### src/rtl/cyclic_bram_stream.sv
// Cyclic re-read buffer: one wide fill over a stream port, then replay of a read window (repeats+1) times.
// Define CYCLIC_BRAM_PINGPONG_EN for two-bank operation (fill one bank while the other is replayed).
module cyclic_bram_stream #(
    parameter int R_DEPTH      = 256,
    parameter int R_DATA_WIDTH = 16,
    parameter int W_DATA_WIDTH = 64,
    parameter int LATENCY      = 2,
    parameter int REP_WIDTH    = 8,
    localparam int K   = W_DATA_WIDTH / R_DATA_WIDTH,
    localparam int RAW = $clog2(R_DEPTH),
    localparam int WAW = $clog2(R_DEPTH / K)
) (
    input  logic                    clk,
    input  logic                    resetn,
    input  logic                    clken,
    input  logic                    s_valid,
    output logic                    s_ready,
    input  logic [W_DATA_WIDTH-1:0] s_data,
    input  logic                    s_last,
    output logic                    m_valid,
    input  logic                    m_ready,
    output logic [R_DATA_WIDTH-1:0] m_data,
    output logic                    m_last,
    input  logic [WAW-1:0]          cfg_w_addr_max,
    input  logic [RAW-1:0]          cfg_r_addr_min,
    input  logic [RAW-1:0]          cfg_r_addr_max,
    input  logic [REP_WIDTH-1:0]    cfg_repeats,
    output logic                    busy
);
`ifdef CYCLIC_BRAM_PINGPONG_EN
    localparam int NB = 2;
`else
    localparam int NB = 1;
`endif
    localparam int MAW = $clog2(NB * R_DEPTH);
    localparam int KW  = $clog2(K);
    localparam int D   = LATENCY + 1;
    localparam int PW  = $clog2(D);
    localparam int CW  = $clog2(D + 1);

    logic [R_DATA_WIDTH-1:0] mem [NB*R_DEPTH];
    logic [R_DATA_WIDTH-1:0] dpipe [1:LATENCY];
    logic [R_DATA_WIDTH-1:0] fdata [D];
    logic [D-1:0]            flast;
    logic [LATENCY:1]        vld_pipe, lst_pipe;
    logic [PW-1:0]           wptr, rptr;
    logic [CW-1:0]           fcnt;

    logic [WAW-1:0]       w_addr;
    logic [RAW-1:0]       r_addr, r_min, r_max, r_end, st_min, st_max;
    logic [REP_WIDTH-1:0] pass, reps, st_reps;
    logic [MAW-1:0]       wbase, raddr_m;
    logic                 reading, wb, rb, start;
    logic                 acc, fill_last, issue, issue_last, pop;

    assign acc        = clken && s_valid && s_ready;
    assign fill_last  = acc && (s_last || w_addr == cfg_w_addr_max);
    assign r_end      = (r_min > r_max) ? r_min : r_max;
    assign pop        = m_valid && m_ready;
    // Credits: a new read may start only if its beat is guaranteed a FIFO slot.
    assign issue      = clken && reading &&
                        (int'($countones(vld_pipe)) + int'(fcnt) - int'(pop) < D);
    assign issue_last = issue && r_addr == r_end && pass == reps;
    assign m_valid    = fcnt != '0;
    assign m_data     = fdata[rptr];
    assign m_last     = m_valid && flast[rptr];
    assign wbase      = (MAW'(w_addr) << KW) | (wb ? MAW'(R_DEPTH) : MAW'(0));
    assign raddr_m    = MAW'(r_addr) | (rb ? MAW'(R_DEPTH) : MAW'(0));

    always_ff @(posedge clk) begin
        if (acc)
            for (int j = 0; j < K; j++)
                mem[wbase | MAW'(j)] <= s_data[j*R_DATA_WIDTH +: R_DATA_WIDTH];
        if (clken) begin
            dpipe[1] <= mem[raddr_m];
            for (int i = 2; i <= LATENCY; i++) dpipe[i] <= dpipe[i-1];
        end
    end

    always_ff @(posedge clk or negedge resetn) begin
        if (!resetn) begin
            vld_pipe <= '0;
            lst_pipe <= '0;
            wptr     <= '0;
            rptr     <= '0;
            fcnt     <= '0;
            flast    <= '0;
            for (int i = 0; i < D; i++) fdata[i] <= '0;
        end else if (clken) begin
            vld_pipe[1] <= issue;
            lst_pipe[1] <= issue_last;
            for (int i = 2; i <= LATENCY; i++) begin
                vld_pipe[i] <= vld_pipe[i-1];
                lst_pipe[i] <= lst_pipe[i-1];
            end
            if (vld_pipe[LATENCY]) begin
                fdata[wptr] <= dpipe[LATENCY];
                flast[wptr] <= lst_pipe[LATENCY];
                wptr        <= (wptr == PW'(D - 1)) ? '0 : wptr + 1'b1;
            end
            if (pop) rptr <= (rptr == PW'(D - 1)) ? '0 : rptr + 1'b1;
            fcnt <= fcnt + CW'(vld_pipe[LATENCY]) - CW'(pop);
        end
    end

    // Write pointer and read-address sequencer; a start overrides the last issue step.
    always_ff @(posedge clk or negedge resetn) begin
        if (!resetn) begin
            w_addr  <= '0;
            r_addr  <= '0;
            r_min   <= '0;
            r_max   <= '0;
            reps    <= '0;
            pass    <= '0;
            reading <= 1'b0;
        end else if (clken) begin
            if (acc) w_addr <= fill_last ? '0 : w_addr + 1'b1;
            if (issue) begin
                if (r_addr == r_end) begin
                    r_addr <= r_min;
                    if (pass == reps) reading <= 1'b0;
                    else              pass    <= pass + 1'b1;
                end else begin
                    r_addr <= r_addr + 1'b1;
                end
            end
            if (start) begin
                reading <= 1'b1;
                r_min   <= st_min;
                r_max   <= st_max;
                reps    <= st_reps;
                r_addr  <= st_min;
                pass    <= '0;
            end
        end
    end

`ifdef CYCLIC_BRAM_PINGPONG_EN
    logic                 wfull;
    logic [RAW-1:0]       p_min, p_max;
    logic [REP_WIDTH-1:0] p_reps;

    assign s_ready = resetn && !wfull;
    assign start   = (fill_last || wfull) && (!reading || issue_last);
    assign st_min  = wfull ? p_min  : cfg_r_addr_min;
    assign st_max  = wfull ? p_max  : cfg_r_addr_max;
    assign st_reps = wfull ? p_reps : cfg_repeats;
    assign busy    = reading || wfull || m_valid || (|vld_pipe) || w_addr != '0;

    always_ff @(posedge clk or negedge resetn) begin
        if (!resetn) begin
            wb     <= 1'b0;
            rb     <= 1'b0;
            wfull  <= 1'b0;
            p_min  <= '0;
            p_max  <= '0;
            p_reps <= '0;
        end else if (clken) begin
            if (fill_last && !start) begin
                wfull  <= 1'b1;
                p_min  <= cfg_r_addr_min;
                p_max  <= cfg_r_addr_max;
                p_reps <= cfg_repeats;
            end
            if (start) begin
                rb    <= wb;
                wb    <= !wb;
                wfull <= 1'b0;
            end
        end
    end
`else
    typedef enum logic {S_FILL, S_READ} state_t;
    state_t state;

    assign wb      = 1'b0;
    assign rb      = 1'b0;
    assign s_ready = resetn && state == S_FILL;
    assign start   = fill_last;
    assign st_min  = cfg_r_addr_min;
    assign st_max  = cfg_r_addr_max;
    assign st_reps = cfg_repeats;
    assign busy    = state != S_FILL || w_addr != '0;

    always_ff @(posedge clk or negedge resetn) begin
        if (!resetn)                state <= S_FILL;
        else if (clken) begin
            if (fill_last)          state <= S_READ;
            else if (pop && m_last) state <= S_FILL;
        end
    end
`endif

endmodule
### config.mk
export PLATFORM = sky130hd
export DESIGN_NAME = cyclic_bram_stream
export DESIGN_NICKNAME = d
export VERILOG_FILES = /design/src/rtl/cyclic_bram_stream.sv
export SDC_FILE = /design/constraint.sdc
export NUM_CORES = 2
export LEC_CHECK = 0
export CORE_UTILIZATION = 47
export CTS_CLUSTER_SIZE = 16
export DETAILED_ROUTE_END_ITERATION = 6
export PLACE_DENSITY = 0.67
export SYNTH_ARGS = -nofsm -noshare
export SYNTH_HDL_FRONTEND = slang
export SYNTH_MEMORY_MAX_BITS = 65536
export SYNTH_SLANG_ARGS = --single-unit
### constraint.sdc
create_clock -name clk -period 7.9 [get_ports clk]
set_clock_uncertainty 0.15 [all_clocks]
set_input_delay 1.975 -clock clk [delete_from_list [all_inputs] [get_ports clk]]
set_output_delay 1.975 -clock clk [all_outputs]
set_load 0.1 [all_outputs]
* Yosys cells after proc, flatten, opt, wreduce, memory -nomap -nowiden *
Memory sizes are Yosys's and may differ from the RTL's.
Cells that the tools add are included.
Widths: inputs -> output; s select.

operators by class
  add/sub/neg operators = 10
  bitwise gates (word level) = 3
  reductions and logical operators = 29
  order comparisons = 8
  mux-type cells = 32
  eq/ne operators = 6

operators by type and width
  kind                 number
  $mux 8               8
  $bwmux 48            1
  $mux 16              3
  $bmux 16 s2          1
  $demux 16 s2         1
  $add 8x1->8 const B  2
  $eq 8x8->1           2
  $logic_and 1x1->1    13
  $mux 1               12
  $reduce_and 2->1     6
  $reduce_bool 2->1    5
  $gt 8x8->1           1
  $reduce_and 4->1     2
  $add 6x1->6 const B  1
  $eq 6x6->1           1
  $ge 3x3->1 const B   2
  $lt 2x3->1 const B   2
  $mux 6               1
  $not 2->3            2
  $reduce_bool 6->1    1
  $add 2x1->2 const B  2
  $eq 2x2->1 const B   2
  $lt 4x3->1 const B   1
  $mux 2               2
  13 further kinds     14

storage, ports and cells
  word-level logic and storage cells = 107
  memories kept = 2
  register bits = 109
  bits of input ports = 100
  bits in writable memories = 4128

memory list
  memory  words  width  read ports  clocked after Yosys merged registers in  write ports  line  text
  mem     256    16     1           0                                        4            41    logic [R_DATA_WIDTH-1:0] mem [NB*R_DEPTH];
  dpipe   2      16     2           0                                        2            42    logic [R_DATA_WIDTH-1:0] dpipe [1:LATENCY];

* Depth between registers and ports, before layout *
  word-level depth = 7
  depth in mapped cells = 13
  depth with buffers taken out = 13

* Worst setup path before layout *
No wires, ideal clock.

  kind = input port to flip-flop
  from = in resetn
  to = mem mem[60][0], enable pin
  arrival = 8.493 ns
  required time = 7.185 ns
  path buffers = 0
  setup slack = -1.308 ns
  stages = 5
  path through = nor2b_1 > nand3_1 > nor2_1 > nand2_1 > nor3_1

RTL lines
  element          line  text
  start, declared  14    input logic resetn,
  end, declared    41

* Worst setup path in the final report *
  from = reg rptr[1]
  to = out m_last

on the way
  word-level cells in the longest chain between the ends = 3

RTL lines
  element                       line  text
  start, declared               46    logic [PW-1:0] wptr, rptr;
  start signal, assigned        101   if (pop) rptr <= (rptr == PW'(D - 1)) ? '0 : rptr + 1'b1;
  $bmux 1 s2                    66    assign m_last = m_valid && flast[rptr];
  $mux 1 (implied by the code)  66
  $logic_and 1x1->1             66
  end, declared                 23    output logic m_last,

Every way passes these cells. The select of a mux whose other input is x is not followed.

==> results by group <==
CTS
  • Clock Tree Root: clkbuf_16
  • # Post-CTS Setup Buffers: 0
  • Total CTS buffers: 421
  • CTS clk-pin slew, worst paths: 0.06 ns
  • Max clock buf depth: 4
  • CTS Sinks: 4237
  • CTS hold repair buffers: 0
  • Clock Latency Late Sink: 1.00 ns
  • H-Tree Depth: 5
  • PostCTS Resize Cnt: 0
  • CTS tree: built

Floorplan
  • Die Wd: 589 um
  • Die area: 347000 um2
  • Initial core utilization: 47.2%
  • Ports: 120
  • Vert. Die Dim: 589 um
  • # rows: 215
  • Core Footprint: 343000 um2

STA
  • Slew headroom: 10.8%
  • Setup violators final: 0
  • Total negative setup slack: 0 ns
  • Final worst-path cycle share: 80.5%
  • Least-Margin Pin Slew: 1.33 ns
  • F_max: 157 MHz
  • Slew Limit Fails: 0
  • Hold Vio Cnt, Final: 0
  • RSZ-0062 raised after global routing: false
  • Min cycle time layout: 6.36 ns

Min path
  • Hold wc startpoint: dpipe[1][9]$_DFFE_PP_
  • Worst Hold Class: flip-flop to flip-flop
  • Worst Hold Path EP: dpipe[2][9]$_DFFE_PP_
  • Hold Path Cell Cnt: 0

Drt
  • DRC: 0
  • Mean number of vias per cell: 6.26
  • Drt initial violations: 8798
  • Post-Route WL: 394000 um
  • Detailed Routing Iterations Pass 1: 6
  • Post-DR wirelength/cell: 33.3 um
  • Via count: 73963
  • Routed Antenna Nets: 0

Setup path
  • Reg2Reg Setup Slack: 3.09 ns
  • R2R depth: 6
  • Critical Path Sink Type: output pin
  • Worst reg2reg path endpoint: dpipe[1][10]$_DFFE_PP_
  • Startpoint types: flip-flop
  • Worst endpoint data arrival time: 4.24 ns
  • Critical path class: flip-flop to output pin
  • Crit path max fanout: 21
  • R2r startpoint: r_addr[0]$_DFFE_PN0P_
  • Worst endpoint required time: 5.78 ns

GRT
  • First-pass GRT wire length: 565000 um
  • GRT Util Overall: 22.8%
  • Largest net degree at the start of global routing: 147
  • Total gr overflow: 0
  • Vias in the first global route: 76423
  • Initial antenna violation count: 20

Yosys
  • Mapped Area: 162000 um2
  • Post-synth cell types: 55
  • Post-synth top area cell: edfxtp_1
  • Synth Instances: 6458
  • Main synth FF type: edfxtp_1
  • Mapped Avg Cell Area: 25.1 um2
  • Number of synthesized flops with an enable pin: 4128
  • Yosys warns: 0
  • Ys async rst share: 2.57%
  • #FFs+latches synth: 4237
  • Post-synth top area share: 76.5%
  • Sequential share of the synthesized area: 78.2%
  • Top cells by area, synth: edfxtp_1, mux4_2, dfrtp_1
  • Net Count, Synth: 6576

Cells and area
  • Commonest non-fill, non-tap cell in the layout: edfxtp_1
  • Synthesis-to-layout area growth: 13.2%
  • Fin cells: 11817
  • Most frequent cells in the layout: edfxtp_1, mux4_2, clkbuf_16
  • Nets: 7009
  • Fillcell total: 25250
  • Layout cells sized above 1: 32.3%

Run status
  • Outcome: finished clean

Place
  • Detailed Place HPWL: 214000 um
  • Placed Instances: 11025
  • Quantity of I/O buffers inserted on ports: 119
  • Placer's final routability congestion estimate: 0.782

Power
  • Lkg Pwr: 0.0563 uW
  • Power per standard cell area: 321 nW/um2
  • Worst vdd ir: 0.000262 V

Run
  • MaxCap Viol Count: 0
worst max path at each step:
stage	from	to	slack (ns)
finish	rptr[1]$_DFFE_PN0P_	m_last	1.54
global route	rptr[1]$_DFFE_PN0P_	m_last	1.46
CTS	rptr[1]$_DFFE_PN0P_	m_last	1.46
detailed placement	m_ready	pass[6]$_DFFE_PN0P_	1.37
global placement	m_ready	pass[6]$_DFFE_PN0P_	1.44
floorplan	resetn	mem[248][0]$_DFFE_PP_	0.27
synthesized netlist by cell type, types with 16 or more instances:
| cell | n |
|---|---|
| edfxtp_1 | 4128 |
| mux4_2 | 1359 |
| clkbuf_1 | 202 |
| dfrtp_1 | 109 |
| nand2_1 | 107 |
| buf_2 | 95 |
| nor2_1 | 83 |
| mux2_2 | 52 |
| buf_1 | 37 |
| o21ai_0 | 31 |
| inv_1 | 29 |
| mux2i_1 | 25 |
| nand3_1 | 20 |
| a21oi_1 | 18 |
| ha_1 | 16 |
| xor2_1 | 16 |
critical path: stages, from the launching register on:
cell and delay, ns:
dfrtp_1 0.79, nor2b_1 0.21, buf_4 0.25, a21oi_1 0.34, a21oi_1 0.45, clkdlybuf4s50_1 1.22
logic make-up (layout without fill, tap and decap cells):
kind of cell               after synthesis  in the layout  share of synthesized area [%]
DFF                                   4237           4237                           78.2
muxes                                 1436           1436                           19.4
and+or+nand+nor                        266            266                          0.719
AOI/OAI and AO/OA                      112            112                          0.437
xor gates and xnor gates                23             23                          0.124
adders and majority gates               18             18                          0.148
other                                    0              7                              0
buffers and inverters                  366           1161                          0.922
area by class of cell:
cell class              instances  area [um2]  area share, %
flip-flops and latches       4237      127000           69.1
multi-input cells            1855       34200           18.7
clock buffers                 545       11100           6.07
well taps                    4557        5700           3.11
repair buffers                344        3320           1.81
clock inverters               240        2130           1.16
inverters                      32         133         0.0723
diodes                          7        17.5        0.00955
stage by stage:
step	hold WS (ns)	worst slack, ns	total power, uW	instance area, um2	utilization (%)
floorplan	0.250	0.268	35500	162000	-
detailed placement	0.260	1.37	40300	170000	49.6
CTS	0.274	1.46	59400	183000	53.5
global route	0.274	1.46	60700	183000	53.5
finish	0.271	1.54	58800	183000	53.5
global placement	0.264	1.44	40200	170000	49.6
sequential cells by signal, indices dropped and copies added (netlist names):
name and count:
mem 4096, fdata 48, dpipe 32, pass 8, r_addr 8, r_max 8
r_min 8, reps 8, w_addr 6, flast 3, fcnt 2, lst_pipe 2
rptr 2, vld_pipe 2, wptr 2, reading 1, state 1
routing by layer:
metal	part of all wire (%)	vias to the layer above	wire (um)	GRT usage, %
li1	-	29006	-	-
met1	39	40696	154000	32.1
met2	50	3663	198000	38.1
met3	7.9	596	31300	2.97
met4	2.6	2	10300	6.16
met5	0.0033	-	13	0
report_power, final:
group	total (uW)	switching [uW]	internal [uW]
Clock	19300	8450	10800
Sequential	25400	403	25000
Combinational	14200	7490	6670
Note: power is estimated with default switching activity, not from simulation.
